## config.mk

```make
export PLATFORM = sky130hd
export DESIGN_NAME = uart_cmd_responder_flat
export DESIGN_NICKNAME = d
export VERILOG_FILES = /design/src/rtl/uart_cmd_responder_if.sv /design/src/rtl/uart_cmd_responder.sv /design/src/flat_wrapper.sv
export SDC_FILE = /design/constraint.sdc
export NUM_CORES = 1
export LEC_CHECK = 0
export ABC_AREA = 1
export ABC_CLOCK_PERIOD_IN_PS = 3500
export CAP_MARGIN = 20
export CORE_UTILIZATION = 32
export CTS_CLUSTER_SIZE = 20
export DETAILED_ROUTE_END_ITERATION = 12
export GPL_TIMING_DRIVEN = 0
export PLACE_DENSITY = 0.55
export SLEW_MARGIN = 20
export SYNTH_ARGS = -nofsm -noshare
export SYNTH_HDL_FRONTEND = slang
export SYNTH_SLANG_ARGS = --single-unit
export TNS_END_PERCENT = 5
```

## constraint.sdc

```tcl
create_clock -name clk -period 3.5 [get_ports clk]
set_input_delay 0.35 -clock clk [delete_from_list [all_inputs] [get_ports clk]]
set_output_delay 0.35 -clock clk [all_outputs]
set_load 0.05 [all_outputs]
```

## src/rtl/uart_cmd_responder_if.sv

```systemverilog
// ============================================================================
//  Module      : uart_cmd_responder_if
//  Description : Local 8-bit register port driven by the UART command
//                responder. The master side (responder) issues single-cycle
//                write/read strobes; the slave side (register file) returns
//                read data one cycle after the read strobe.
//  Revision    : 1.0 - initial release
// ============================================================================
`default_nettype none

interface uart_cmd_responder_if;
  logic [6:0] reg_addr;
  logic [7:0] reg_wdata;
  logic       reg_wr;
  logic       reg_rd;
  logic [7:0] reg_rdata;

  modport master (
    output reg_addr,
    output reg_wdata,
    output reg_wr,
    output reg_rd,
    input  reg_rdata
  );

  modport slave (
    input  reg_addr,
    input  reg_wdata,
    input  reg_wr,
    input  reg_rd,
    output reg_rdata
  );
endinterface

`default_nettype wire

```

## src/rtl/uart_cmd_responder.sv

```systemverilog
// ============================================================================
//  Module      : uart_cmd_responder
//  Description : Far-end responder for the 16-bit UART command initiator.
//                Receives {rw,addr[6:0]} + data byte frames on rx, performs a
//                single-cycle write or read on the local register port and,
//                for reads, returns the read byte on tx.
//                Optional feature macro: UART_RSP_PARITY_EN (even parity on
//                both rx and tx, 11-bit frames).
//  Revision    : 1.0 - initial release
// ============================================================================
`default_nettype none

module uart_cmd_responder #(
  parameter int CLK_FREQ     = 50_000_000,
  parameter int BR           = 115200,
  parameter int TIMEOUT_BITS = 32
) (
  input  wire                  clk,
  input  wire                  rst,
  input  wire                  rx,
  output logic                 tx,
  output logic                 frame_err,
  output logic                 busy,
  uart_cmd_responder_if.master regs
);

  localparam int DIV       = CLK_FREQ / BR;
  localparam int HALF      = DIV / 2;
  localparam int CW        = $clog2(DIV);
  localparam int TO_CYCLES = TIMEOUT_BITS * DIV;
  localparam int TW        = $clog2(TO_CYCLES + 1);
`ifdef UART_RSP_PARITY_EN
  localparam int FRAME_BITS = 11;
`else
  localparam int FRAME_BITS = 10;
`endif
  // tx shift register holds everything after the start bit
  localparam int SHW = FRAME_BITS - 1;

  localparam logic [CW-1:0] DIV_LAST    = CW'(DIV - 1);
  localparam logic [CW-1:0] HALF_LAST   = CW'(HALF - 1);
  localparam logic [TW-1:0] TO_LAST     = TW'(TO_CYCLES - 1);
  localparam logic [3:0]    TX_LAST_BIT = 4'(FRAME_BITS - 1);

`ifdef UART_RSP_PARITY_EN
  typedef enum logic [2:0] {RX_IDLE, RX_START, RX_DATA, RX_PAR, RX_STOP} rx_state_t;
`else
  typedef enum logic [2:0] {RX_IDLE, RX_START, RX_DATA, RX_STOP} rx_state_t;
`endif
  typedef enum logic [1:0] {CMD_B0, CMD_B1, CMD_EXEC} cmd_state_t;
  typedef enum logic [0:0] {TX_IDLE, TX_SHIFT} tx_state_t;

  // ---------------------------------------------------------------- rx sync
  logic rx_meta, rx_sync, rx_prev;
  logic rx_fall;

  // Double-flop the asynchronous line, plus one stage for edge detection
  always_ff @(posedge clk or posedge rst) begin
    if (rst) begin
      rx_meta <= 1'b1;
      rx_sync <= 1'b1;
      rx_prev <= 1'b1;
    end else begin
      rx_meta <= rx;
      rx_sync <= rx_meta;
      rx_prev <= rx_sync;
    end
  end

  assign rx_fall = rx_prev & ~rx_sync;

  // ---------------------------------------------------------------- receiver
  rx_state_t     rx_state, rx_next;
  logic [CW-1:0] rx_cnt;
  logic [2:0]    rx_bit;
  logic [7:0]    rx_sh;
  logic          rx_tick;   // current cycle is a sample point
  logic          rx_good;   // stop sampled good: rx_sh holds a valid byte
  logic          rx_bad;    // byte discarded (framing or parity)

  // Receiver state register
  always_ff @(posedge clk or posedge rst) begin
    if (rst) rx_state <= RX_IDLE;
    else     rx_state <= rx_next;
  end

  // Receiver next-state: first sample at mid start bit, then once per bit
  always_comb begin
    rx_next = rx_state;
    rx_tick = 1'b0;
    rx_good = 1'b0;
    rx_bad  = 1'b0;
    case (rx_state)
      RX_IDLE: begin
        if (rx_fall) rx_next = RX_START;
      end
      RX_START: begin
        if (rx_cnt == HALF_LAST) begin
          rx_tick = 1'b1;
          rx_next = rx_sync ? RX_IDLE : RX_DATA;
        end
      end
      RX_DATA: begin
        if (rx_cnt == DIV_LAST) begin
          rx_tick = 1'b1;
`ifdef UART_RSP_PARITY_EN
          if (rx_bit == 3'd7) rx_next = RX_PAR;
`else
          if (rx_bit == 3'd7) rx_next = RX_STOP;
`endif
        end
      end
`ifdef UART_RSP_PARITY_EN
      RX_PAR: begin
        if (rx_cnt == DIV_LAST) begin
          rx_tick = 1'b1;
          if (rx_sync != ^rx_sh) begin
            rx_bad  = 1'b1;
            rx_next = RX_IDLE;
          end else begin
            rx_next = RX_STOP;
          end
        end
      end
`endif
      RX_STOP: begin
        if (rx_cnt == DIV_LAST) begin
          rx_tick = 1'b1;
          rx_next = RX_IDLE;
          if (rx_sync) rx_good = 1'b1;
          else         rx_bad  = 1'b1;
        end
      end
      default: rx_next = RX_IDLE;
    endcase
  end

  // Receiver baud counter, bit index and LSB-first shift register
  always_ff @(posedge clk or posedge rst) begin
    if (rst) begin
      rx_cnt <= '0;
      rx_bit <= '0;
      rx_sh  <= '0;
    end else begin
      if (rx_state == RX_IDLE || rx_tick) rx_cnt <= '0;
      else                                rx_cnt <= rx_cnt + 1'b1;
      if (rx_state != RX_DATA) rx_bit <= '0;
      else if (rx_tick)        rx_bit <= rx_bit + 1'b1;
      if (rx_state == RX_DATA && rx_tick) rx_sh <= {rx_sync, rx_sh[7:1]};
    end
  end

  // ---------------------------------------------------------------- command
  cmd_state_t    cmd_state, cmd_next;
  logic          cmd_rw;
  logic [6:0]    cmd_addr;
  logic [TW-1:0] to_cnt;
  logic          timeout;
  logic          do_wr, do_rd, rd_drop;
  logic          rd_d1;       // cycle in which reg_rdata is valid
  logic          tx_active;
  tx_state_t     tx_state, tx_next;

  // A response is in flight from the read strobe until the stop bit ends
  assign tx_active = (tx_state != TX_IDLE) | rd_d1 | regs.reg_rd;

  // Command state register
  always_ff @(posedge clk or posedge rst) begin
    if (rst) cmd_state <= CMD_B0;
    else     cmd_state <= cmd_next;
  end

  // Command next-state and execute decisions
  always_comb begin
    cmd_next = cmd_state;
    timeout  = 1'b0;
    do_wr    = 1'b0;
    do_rd    = 1'b0;
    rd_drop  = 1'b0;
    case (cmd_state)
      CMD_B0: begin
        if (rx_good) cmd_next = CMD_B1;
      end
      CMD_B1: begin
        if (rx_bad) begin
          cmd_next = CMD_B0;
        end else if (rx_good) begin
          cmd_next = CMD_EXEC;
          if (!cmd_rw)        do_wr   = 1'b1;
          else if (tx_active) rd_drop = 1'b1;
          else                do_rd   = 1'b1;
        end else if (rx_state == RX_IDLE && to_cnt == TO_LAST) begin
          timeout  = 1'b1;
          cmd_next = CMD_B0;
        end
      end
      CMD_EXEC: cmd_next = CMD_B0;
      default:  cmd_next = CMD_B0;
    endcase
  end

  // Command latches, register-port strobes and error pulse
  always_ff @(posedge clk or posedge rst) begin
    if (rst) begin
      cmd_rw         <= 1'b0;
      cmd_addr       <= '0;
      to_cnt         <= '0;
      regs.reg_addr  <= '0;
      regs.reg_wdata <= '0;
      regs.reg_wr    <= 1'b0;
      regs.reg_rd    <= 1'b0;
      rd_d1          <= 1'b0;
      frame_err      <= 1'b0;
    end else begin
      if (cmd_state == CMD_B0 && rx_good) {cmd_rw, cmd_addr} <= rx_sh;
      // idle time between bytes only; an rx frame in progress holds the count
      if (cmd_state != CMD_B1)      to_cnt <= '0;
      else if (rx_state == RX_IDLE) to_cnt <= to_cnt + 1'b1;
      regs.reg_wr <= do_wr;
      regs.reg_rd <= do_rd;
      if (do_wr) begin
        regs.reg_addr  <= cmd_addr;
        regs.reg_wdata <= rx_sh;
      end
      if (do_rd) regs.reg_addr <= cmd_addr;
      rd_d1     <= regs.reg_rd;
      frame_err <= rx_bad | timeout | rd_drop;
    end
  end

  // ---------------------------------------------------------------- transmitter
  logic [CW-1:0]  tx_cnt;
  logic [3:0]     tx_bit;
  logic [SHW-1:0] tx_sh;
  logic           tx_bit_end;

  assign tx_bit_end = (tx_state == TX_SHIFT) && (tx_cnt == DIV_LAST);

  // Transmitter state register
  always_ff @(posedge clk or posedge rst) begin
    if (rst) tx_state <= TX_IDLE;
    else     tx_state <= tx_next;
  end

  // Transmitter next-state: leave only after the full stop-bit period
  always_comb begin
    tx_next = tx_state;
    case (tx_state)
      TX_IDLE:  if (rd_d1) tx_next = TX_SHIFT;
      TX_SHIFT: if (tx_bit_end && tx_bit == TX_LAST_BIT) tx_next = TX_IDLE;
      default:  tx_next = TX_IDLE;
    endcase
  end

  // Transmitter datapath: read data captured and loaded with the start bit
  always_ff @(posedge clk or posedge rst) begin
    if (rst) begin
      tx     <= 1'b1;
      tx_sh  <= '1;
      tx_cnt <= '0;
      tx_bit <= '0;
    end else if (tx_state == TX_IDLE) begin
      tx_cnt <= '0;
      tx_bit <= '0;
      if (rd_d1) begin
        tx <= 1'b0;
`ifdef UART_RSP_PARITY_EN
        tx_sh <= {1'b1, ^regs.reg_rdata, regs.reg_rdata};
`else
        tx_sh <= {1'b1, regs.reg_rdata};
`endif
      end else begin
        tx <= 1'b1;
      end
    end else if (tx_bit_end) begin
      tx_cnt <= '0;
      tx_bit <= tx_bit + 1'b1;
      tx     <= (tx_bit == TX_LAST_BIT) ? 1'b1 : tx_sh[0];
      tx_sh  <= {1'b1, tx_sh[SHW-1:1]};
    end else begin
      tx_cnt <= tx_cnt + 1'b1;
    end
  end

  assign busy = (cmd_state != CMD_B0) | (rx_state != RX_IDLE) | tx_active;

endmodule

`default_nettype wire

```

## src/flat_wrapper.sv

```systemverilog
// flat-port wrapper written by rule: the top's interface ports become plain ports
module uart_cmd_responder_flat 
#(
  parameter int CLK_FREQ     = 50_000_000,
  parameter int BR           = 115200,
  parameter int TIMEOUT_BITS = 32
)
  (clk, rst, rx, tx, frame_err, busy, regs_reg_addr, regs_reg_wdata, regs_reg_wr, regs_reg_rd, regs_reg_rdata);
  uart_cmd_responder_if regs_i ();
  input  wire clk;
  input  wire rst;
  input  wire rx;
  output logic tx;
  output logic frame_err;
  output logic busy;
  output wire logic [$bits(regs_i.reg_addr)-1:0] regs_reg_addr;
  output wire logic [$bits(regs_i.reg_wdata)-1:0] regs_reg_wdata;
  output wire logic [$bits(regs_i.reg_wr)-1:0] regs_reg_wr;
  output wire logic [$bits(regs_i.reg_rd)-1:0] regs_reg_rd;
  input wire logic [$bits(regs_i.reg_rdata)-1:0] regs_reg_rdata;
  assign regs_reg_addr = regs_i.reg_addr;
  assign regs_reg_wdata = regs_i.reg_wdata;
  assign regs_reg_wr = regs_i.reg_wr;
  assign regs_reg_rd = regs_i.reg_rd;
  assign regs_i.reg_rdata = regs_reg_rdata;
  uart_cmd_responder #(.CLK_FREQ(CLK_FREQ), .BR(BR), .TIMEOUT_BITS(TIMEOUT_BITS)) u_core (.clk(clk), .rst(rst), .rx(rx), .tx(tx), .frame_err(frame_err), .busy(busy), .regs(regs_i));
endmodule
```

---- After elaboration in Yosys (flattened, before gate mapping) ----
Cells that the tools add are included.
operators by class
  add/sub/neg operators ................... 5
  equal/unequal tests ..................... 20
  multiplexer cells ....................... 60
  bitwise gates (word level) .............. 9
  reductions and logical operators ........ 18
operator list
  cell                     number
  $mux W9                  6
  $mux W1                  32
  $mux W14                 2
  $mux W3                  7
  $add A9 B1 Y9 const B    2
  $eq A9 B9 Y1 const B     2
  $add A14 B1 Y14 const B  1
  $eq A14 B14 Y1 const B   1
  $mux W7                  2
  $ne A2 B1 Y1 const B     7
  $pmux W3 S4              1
  $mux W2                  5
  $reduce_bool A2 Y1       5
  $eq A9 B8 Y1 const B     1
  $mux W4                  2
  $eq A3 B2 Y1 const B     2
  $or A1 B1 Y1             6
  $logic_and A1 B1 Y1      5
  $reduce_and A5 Y1        1
  $add A4 B1 Y4 const B    1
  $eq A4 B4 Y1 const B     1
  $ne A4 B1 Y1 const B     1
  $pmux W1 S2              2
  $pmux W2 S2              1
  other kinds (14)         16
storage, ports and cells
  flip-flop bits (word level) ............. 93
  output and inout port bits .............. 20
  word-level logic and storage cells ...... 134

---- Depth between registers and ports, before layout ----
Gate-level depths: netlist of run 1.
  word-level depth ........................ 8
  mapped depth ............................ 10
  gate-level depth less buffers ........... 10

---- Worst setup path before layout of run 1 ----
Ideal clock, no wire load.
  path type ............................... reg2out
  start ................................... register u_core.regs.reg_rd
  end ..................................... output port busy
  data arrival time ....................... 1.174 ns
  path slack .............................. 1.976 ns
  cell stages (with the launch flop) ...... 3
  path buffers ............................ 0
  path through ............................ dfrtp_1 inv_1 nand4_1
on the way
  longest elaborated chain between the ends .. 2
RTL lines
  element                   line                         RTL
  start: declaration        uart_cmd_responder_if.sv:22  output reg_rd,
  start signal: assignment  uart_cmd_responder.sv:220    regs.reg_rd <= do_rd;
  $or A1 B1 Y1              uart_cmd_responder.sv:165    assign tx_active = (tx_state != TX_IDLE) | rd_d1 | regs.reg_rd;
  $or A1 B1 Y1              uart_cmd_responder.sv:285    assign busy = (cmd_state != CMD_B0) | (rx_state != RX_IDLE) | tx_active;
  end: declaration          flat_wrapper.sv:15           output logic busy;
No other way between the ends.

---- Worst setup path in the final report of run 1 ----
  start ................................... register u_core.rx_state[0]
  end ..................................... output port busy
on the way
  longest elaborated chain between the ends .. 3
RTL lines
  element                     line                       RTL
  start: declaration          uart_cmd_responder.sv:73   rx_state_t rx_state, rx_next;
  start signal: assignment    uart_cmd_responder.sv:84   else rx_state <= rx_next;
  $reduce_bool A3 Y1          uart_cmd_responder.sv:285
  $or A1 B1 Y1 (2 in series)  uart_cmd_responder.sv:285
No other way between the ends.

==> flow_metrics.tcl, run 1 <==
set metrics [dict create \
    dpl_cell_area_um2 5100 \
    clk_path_buf_depth 2 \
    worstPathCellList "nor2_4 > nand4_1 > clkdlybuf4s50_1" \
    regToRegStartpoint "u_core.rx_cnt[1]" \
    design.core.area_um2 13900 \
    grtUsageTotal_pct 14.1 \
    crit_type "reg2out" \
    ys_seq_elements 91 \
    numCtsBuffers 9 \
    fmax_ghz 0.435 \
    clock_latency_ns 0.34 \
    wirelength_mm 9.31 \
    syn_inst 592 \
    drv_cap 0 \
    synth_fp_nets 613 \
    portBuffers 30 \
    synth.area.top_cells "dfrtp_1, nand2_1, inv_1" \
    reg2reg_to "u_core.regs.reg_wdata[7]" \
    cpMaxStageDelayCell "clkdlybuf4s50_1" \
    rsz0062_at_grt "no" \
    crit_end "busy" \
    drive_gt1_share_pct 7.04 \
    synthTopCellsByCount "nand2_1, inv_1, dfrtp_1, nor2_1, nand3_1" \
    ys_seq_area_share_pct 50.4 \
    finalHoldViolCount 0 \
    post-cts-setup-buffers 0 \
    layout.nets 655 \
    tightest_slew_ns 0.644 \
    cp-start-kind "flip-flop" \
    grt_pass1_vias 3651 \
    gp_congestion 0.788 \
    synth_warnings 0 \
    synth-edff-count 0 \
    p_total_mw 2.41 \
    status "complete, no violations" \
    fin_hold_ws_ns 0.295 \
    synth_top_area_share_pct 43.5 \
    cts.sinks 91 \
    cts_tree "done" \
    drc 0 \
    io_pins 31 \
    r2r_cells 10 \
    drt-pass1-iter-count 4 \
    regToRegSetupSlack_ns 1.75 \
    min_period_ns 2.30 \
    setup_violations 0 \
    clk_pin_slew_ns 0.06 \
    ys_types 27 \
    die-area_um2 14700 \
    synth_area_leader_cell "dfrtp_1" \
    crit_start "u_core.rx_state[0]" \
    grt_pass1_wl_mm 16.3 \
    area_delta_synth_final_pct 19.0 \
    cts-root-buf "clkbuf_16" \
    die_h_um 121 \
    dieWidth_um 121 \
    vdd_drop_max_v 0.000204 \
    post_cts_resized 0 \
    num_antenna_cells 0 \
    yosysMostFrequentCell "nand2_1" \
    viasPerCell 4.42 \
    min_path_type "in2async" \
    start_util_pct 32.8 \
    fill_cells 1443 \
    synthesis.area_um2 4550 \
    cp.required_ns 3.15 \
    grt_max_degree 79 \
    drt_iter0_markers 240 \
    place_hpwl_mm 6.63 \
    power.density_nw_per_um2 445 \
    num_vias 3624 \
    ys.flop_type "dfrtp_1" \
    slew_headroom_pct 56.9 \
    end_kind "output pin" \
    drv_slew 0 \
    ant_nets 0 \
    overflow 0 \
    crit_fanout 8 \
    p_leak_nw 2.74 \
    arrival_ns 1.95 \
    clock_skew_ns 0.00464 \
    wire_per_inst_um 11.4 \
    hold_buffers 0 \
    std_cell_rows 43 \
    htreeDepth 3 \
    max_stage_delay_ns 0.74 \
    async_reset_ff_share_pct 100 \
    fin_crit_sh_pct 65.7 \
    syn_area_per_cell_um2 7.68 \
    antenna_found_initial 0 \
    fin_util_pct 39.0 \
    fin_area_um2 5410 \
]
[critical path: cells and delay by family (launching register included)]
family	cells	cell delay [ns]
buffers and inverters	1	0.74
DFF	1	0.47
and+or+nand+nor	2	0.40
[logic make-up after synthesis]
logic type	after synthesis	synth area share [%]
XOR/XNOR	5	0.963
adder cells (fa/ha/maj)	10	2.75
buffers and inverters	115	9.74
AO/OA/AOI/OAI	36	4.07
flip-flops	91	50.4
AND/OR/NAND/NOR	335	32.1
[stage by stage]
step                worst slack (ns)  setup TNS (ns)  cells
finish                          1.20               0    819
detailed placement              1.56               0    803
floorplan                      0.806               0    592
CTS                             1.17               0    819
global placement              -0.696          -54.55    802
global route                    1.11               0    819
[sequential cells by signal, summed over array words and instances, names as in the netlist, 7 cells and up]
| register | cells |
|---|---|
| u_core.regs.reg_addr | 7 |
| u_core.rx_sh | 8 |
| u_core.cmd_addr | 7 |
| u_core.rx_cnt | 9 |
| u_core.tx_sh | 8 |
| u_core.to_cnt | 14 |
| u_core.tx_cnt | 9 |
| u_core.regs.reg_wdata | 8 |
[worst min-delay path by stage]
stage                   start                to  slack (ns)  cells past startpoint
2_1_floorplan  u_core.rx_meta    u_core.rx_sync        0.35                      0
3_3_place_gp   u_core.rx_meta    u_core.rx_sync        0.35                      0
3_5_place_dp   u_core.rx_meta    u_core.rx_sync        0.35                      0
4_1_cts                   rst  u_core.tx_bit[1]        0.29                      2
5_1_grt                   rst  u_core.tx_cnt[7]        0.31                      2
6_report                  rst  u_core.tx_bit[1]        0.29                      2
[report_power, final]
part           switching (mW)  leakage (nW)  internal [mW]
clock                   0.381         0.150          0.613
combinational           0.196          1.36         0.0904
sequential             0.0423          1.22           1.08
total                   0.620          2.74           1.79
[cell type report]
class / count / area (um2) / share of cell area [%]
sequential: 91 / 2290 / 42.3
multi-input combinational: 386 / 1810 / 33.5
inverter: 105 / 399 / 7.37
timing repair buffer: 31 / 328 / 6.06
clock buffer: 15 / 278 / 5.13
tap: 180 / 225 / 4.16
buffer: 10 / 48.8 / 0.902
clock inverter: 1 / 30.0 / 0.555
[metal layers]
metal  global-route usage [%]  share of wire, %  vias up
met5                        0                 0        -
met4                     6.25               1.8        0
met3                     2.54               2.8       12
met2                     23.3                46       40
met1                     18.0                49     1659
li1                         -                 -     1913
[placed cells by master, fill, tap and decap left out]
cell             netlist  final
buf_6                  1      1
clkbuf_1               6      9
xor2_1                 4      4
bufinv_16              0      1
inv_1                103    102
xnor2_1                1      1
nand2_1              188    188
buf_2                  3      3
nor2_2                 1      1
dfrtp_1               79     79
buf_16                 0      1
inv_6                  0      1
a21oi_1               12     12
clkbuf_8               0      3
nor3_1                11     11
nor3_4                 1      1
nand4_1               28     28
nor2_1                65     65
nor3b_1                1      1
o21ai_0               21     21
clkbuf_16              0      9
nand2_2                5      5
inv_2                  2      2
clkdlybuf4s50_1        0     30
nor2_4                 3      3
nand3_1               30     30
ha_1                  10     10
nor2_8                 1      1
a31oi_1                1      1
dfstp_2               12     12
o22ai_1                1      1
o21bai_1               1      1
nand4_2                1      1
No activity file was read; power rests on OpenSTA's default activity.
==> run 2: changes to the inputs <==
ABC_CLOCK_PERIOD_IN_PS = 1910   (was 3500)
PLACE_DENSITY = 0.56   (was 0.55)
clock period = 1.91 ns   (was 3.5 ns; I/O delays follow)
==> flow_metrics.tcl, run 2 (synthesized netlist as in run 1, its figures left out) <==
set metrics [dict create \
    tightest_slew_ns 0.567 \
    regToRegSetupSlack_ns 0.18 \
    power.density_nw_per_um2 784 \
    worstPathBufferInverterCount 1 \
    wirelength_mm 9.48 \
    worstPathCellList "clkdlybuf4s50_1" \
    antenna_found_initial 0 \
    place_hpwl_mm 6.95 \
    cts-root-buf "clkbuf_16" \
    drv_cap 0 \
    setup_violations 0 \
    num_vias 3734 \
    overflow 0 \
    slew_headroom_pct 62.2 \
    switching_share_pct 27.2 \
    pwr-share-clk_pct 39.4 \
    stdcell_count 821 \
    start_util_pct 32.8 \
    clock_latency_ns 0.35 \
    portBuffers 30 \
    seqPwrFrac_pct 48.5 \
    vdd_drop_max_v 0.000353 \
    grt_pass1_vias 3685 \
    critical_path.top_delay_family "buffers and inverters" \
    r2r_cells 10 \
    clk_path_buf_depth 2 \
    largest-register "u_core.to_cnt" \
    status "complete, no violations" \
    reg.largest.list "u_core.to_cnt: 14 flops, u_core.rx_cnt: 9 flops, u_core.tx_cnt: 9 flops" \
    cpMaxStageDelayCell "clkdlybuf4s50_1" \
    final_common_cell "nand2_1" \
    htreeDepth 3 \
    post-cts-setup-buffers 0 \
    p_total_mw 4.25 \
    crit_type "reg2out" \
    std_cell_rows 43 \
    combinationalPowerShare_pct 12.1 \
    numCtsBuffers 9 \
    gp_congestion 0.809 \
    drv_slew 0 \
    grtUsageTotal_pct 14.3 \
    clk_pin_slew_ns 0.06 \
    crit_fanout 3 \
    layout.nets 657 \
    fmax_ghz 0.576 \
    p_int_mw 3.09 \
    fin_ws_ns 0.173 \
    drt_iter0_markers 195 \
    reg2reg_to "u_core.regs.reg_wdata[7]" \
    num_antenna_cells 0 \
    rsz0062_at_grt "no" \
    min_path_type "in2async" \
    dieWidth_um 121 \
    min_period_ns 1.74 \
    finalSetupTns_ns 0 \
    cts_tree "done" \
    die_h_um 121 \
    cp.required_ns 1.72 \
    viasPerCell 4.55 \
    io_pins 31 \
    largest_register_ffs 14 \
    regToRegStartpoint "u_core.rx_cnt[1]" \
    dp_slack_ns 0.130 \
    dpl_cell_area_um2 5140 \
    p_leak_nw 2.74 \
    max_stage_delay_ns 0.82 \
    ant_nets 0 \
    area_delta_synth_final_pct 19.3 \
    dp.cells 805 \
    end_kind "output pin" \
    cts.sinks 91 \
    grt_max_degree 28 \
    cp-start-kind "flip-flop" \
    fin_crit_sh_pct 90.9 \
    power.switching_mw 1.16 \
    fin_util_pct 39.1 \
    fin_area_um2 5430 \
    wire_per_inst_um 11.6 \
    fin_hold_ws_ns 0.226 \
    drc 0 \
    arrival_ns 1.55 \
    drive_gt1_share_pct 7.96 \
    finalHoldViolCount 0 \
    drt-pass1-iter-count 4 \
    final_cell_mix "nand2_1, inv_1, dfrtp_1" \
    die-area_um2 14700 \
    clock_skew_ns 0.00716 \
    design.core.area_um2 13900 \
    grt_pass1_wl_mm 16.6 \
]
run 2: cell types whose count changed in the layout (fill, tap and decap cells not counted), sizes merged:
cell	before	now
buf	5	7
dlymetal6s2s	0	1
clkdlybuf4s50	30	28
bufinv	1	0
clkinvlp	0	3
inv	105	104
clkinv	0	2
clkbuf	21	19
run 2: worst max path at each step:
stage / start / end / slack (ns) / cells past startpoint
after floorplan: u_core.rx_cnt[1] / u_core.regs.reg_wdata[7] / 0.45 / 10
after CTS: u_core.tx / tx / 0.007 / 1
after global placement: rst / u_core.regs.reg_addr[4] / -0.37 / 2
final: u_core.regs.reg_rd / regs_reg_rd / 0.17 / 1
after detailed placement: u_core.rx_state[0] / busy / 0.13 / 3
after global routing: u_core.rx_cnt[1] / u_core.regs.reg_wdata[7] / 0.02 / 10
run 2: per-layer routing:
metal  GRT usage, %  share of wire, %
met5              0                 0
met4           4.86               1.6
met3           3.62               3.0
met2           24.1                47
met1           17.9                48
run 2: area by class of cell:
class | instances | area, um2
Buffer | 10 | 48.8
Clock buffer | 12 | 256
Clock inverter | 4 | 25.0
Fill cell | 1456 | 8460
Inverter | 105 | 398
Multi-Input combinational cell | 386 | 1810
Sequential cell | 91 | 2290
Tap cell | 180 | 225
Timing Repair Buffer | 33 | 365
run 2: power by group through the flow:
stage / Clock [mW] / Sequential [mW] / Combinational (mW)
6_report: 1.67 / 2.06 / 0.513
5_1_grt: 1.82 / 2.07 / 0.581
4_1_cts: 1.74 / 2.06 / 0.525
3_5_place_dp: 0 / 2.10 / 0.531
3_3_place_gp: 0 / 2.09 / 0.493
2_1_floorplan: 0 / 2.08 / 0.374
run 2: timing repair:
item	4_1_cts	5_1_grt
resized for setup	1	4
hold buffers	0	0
setup endpoints to repair	1	8
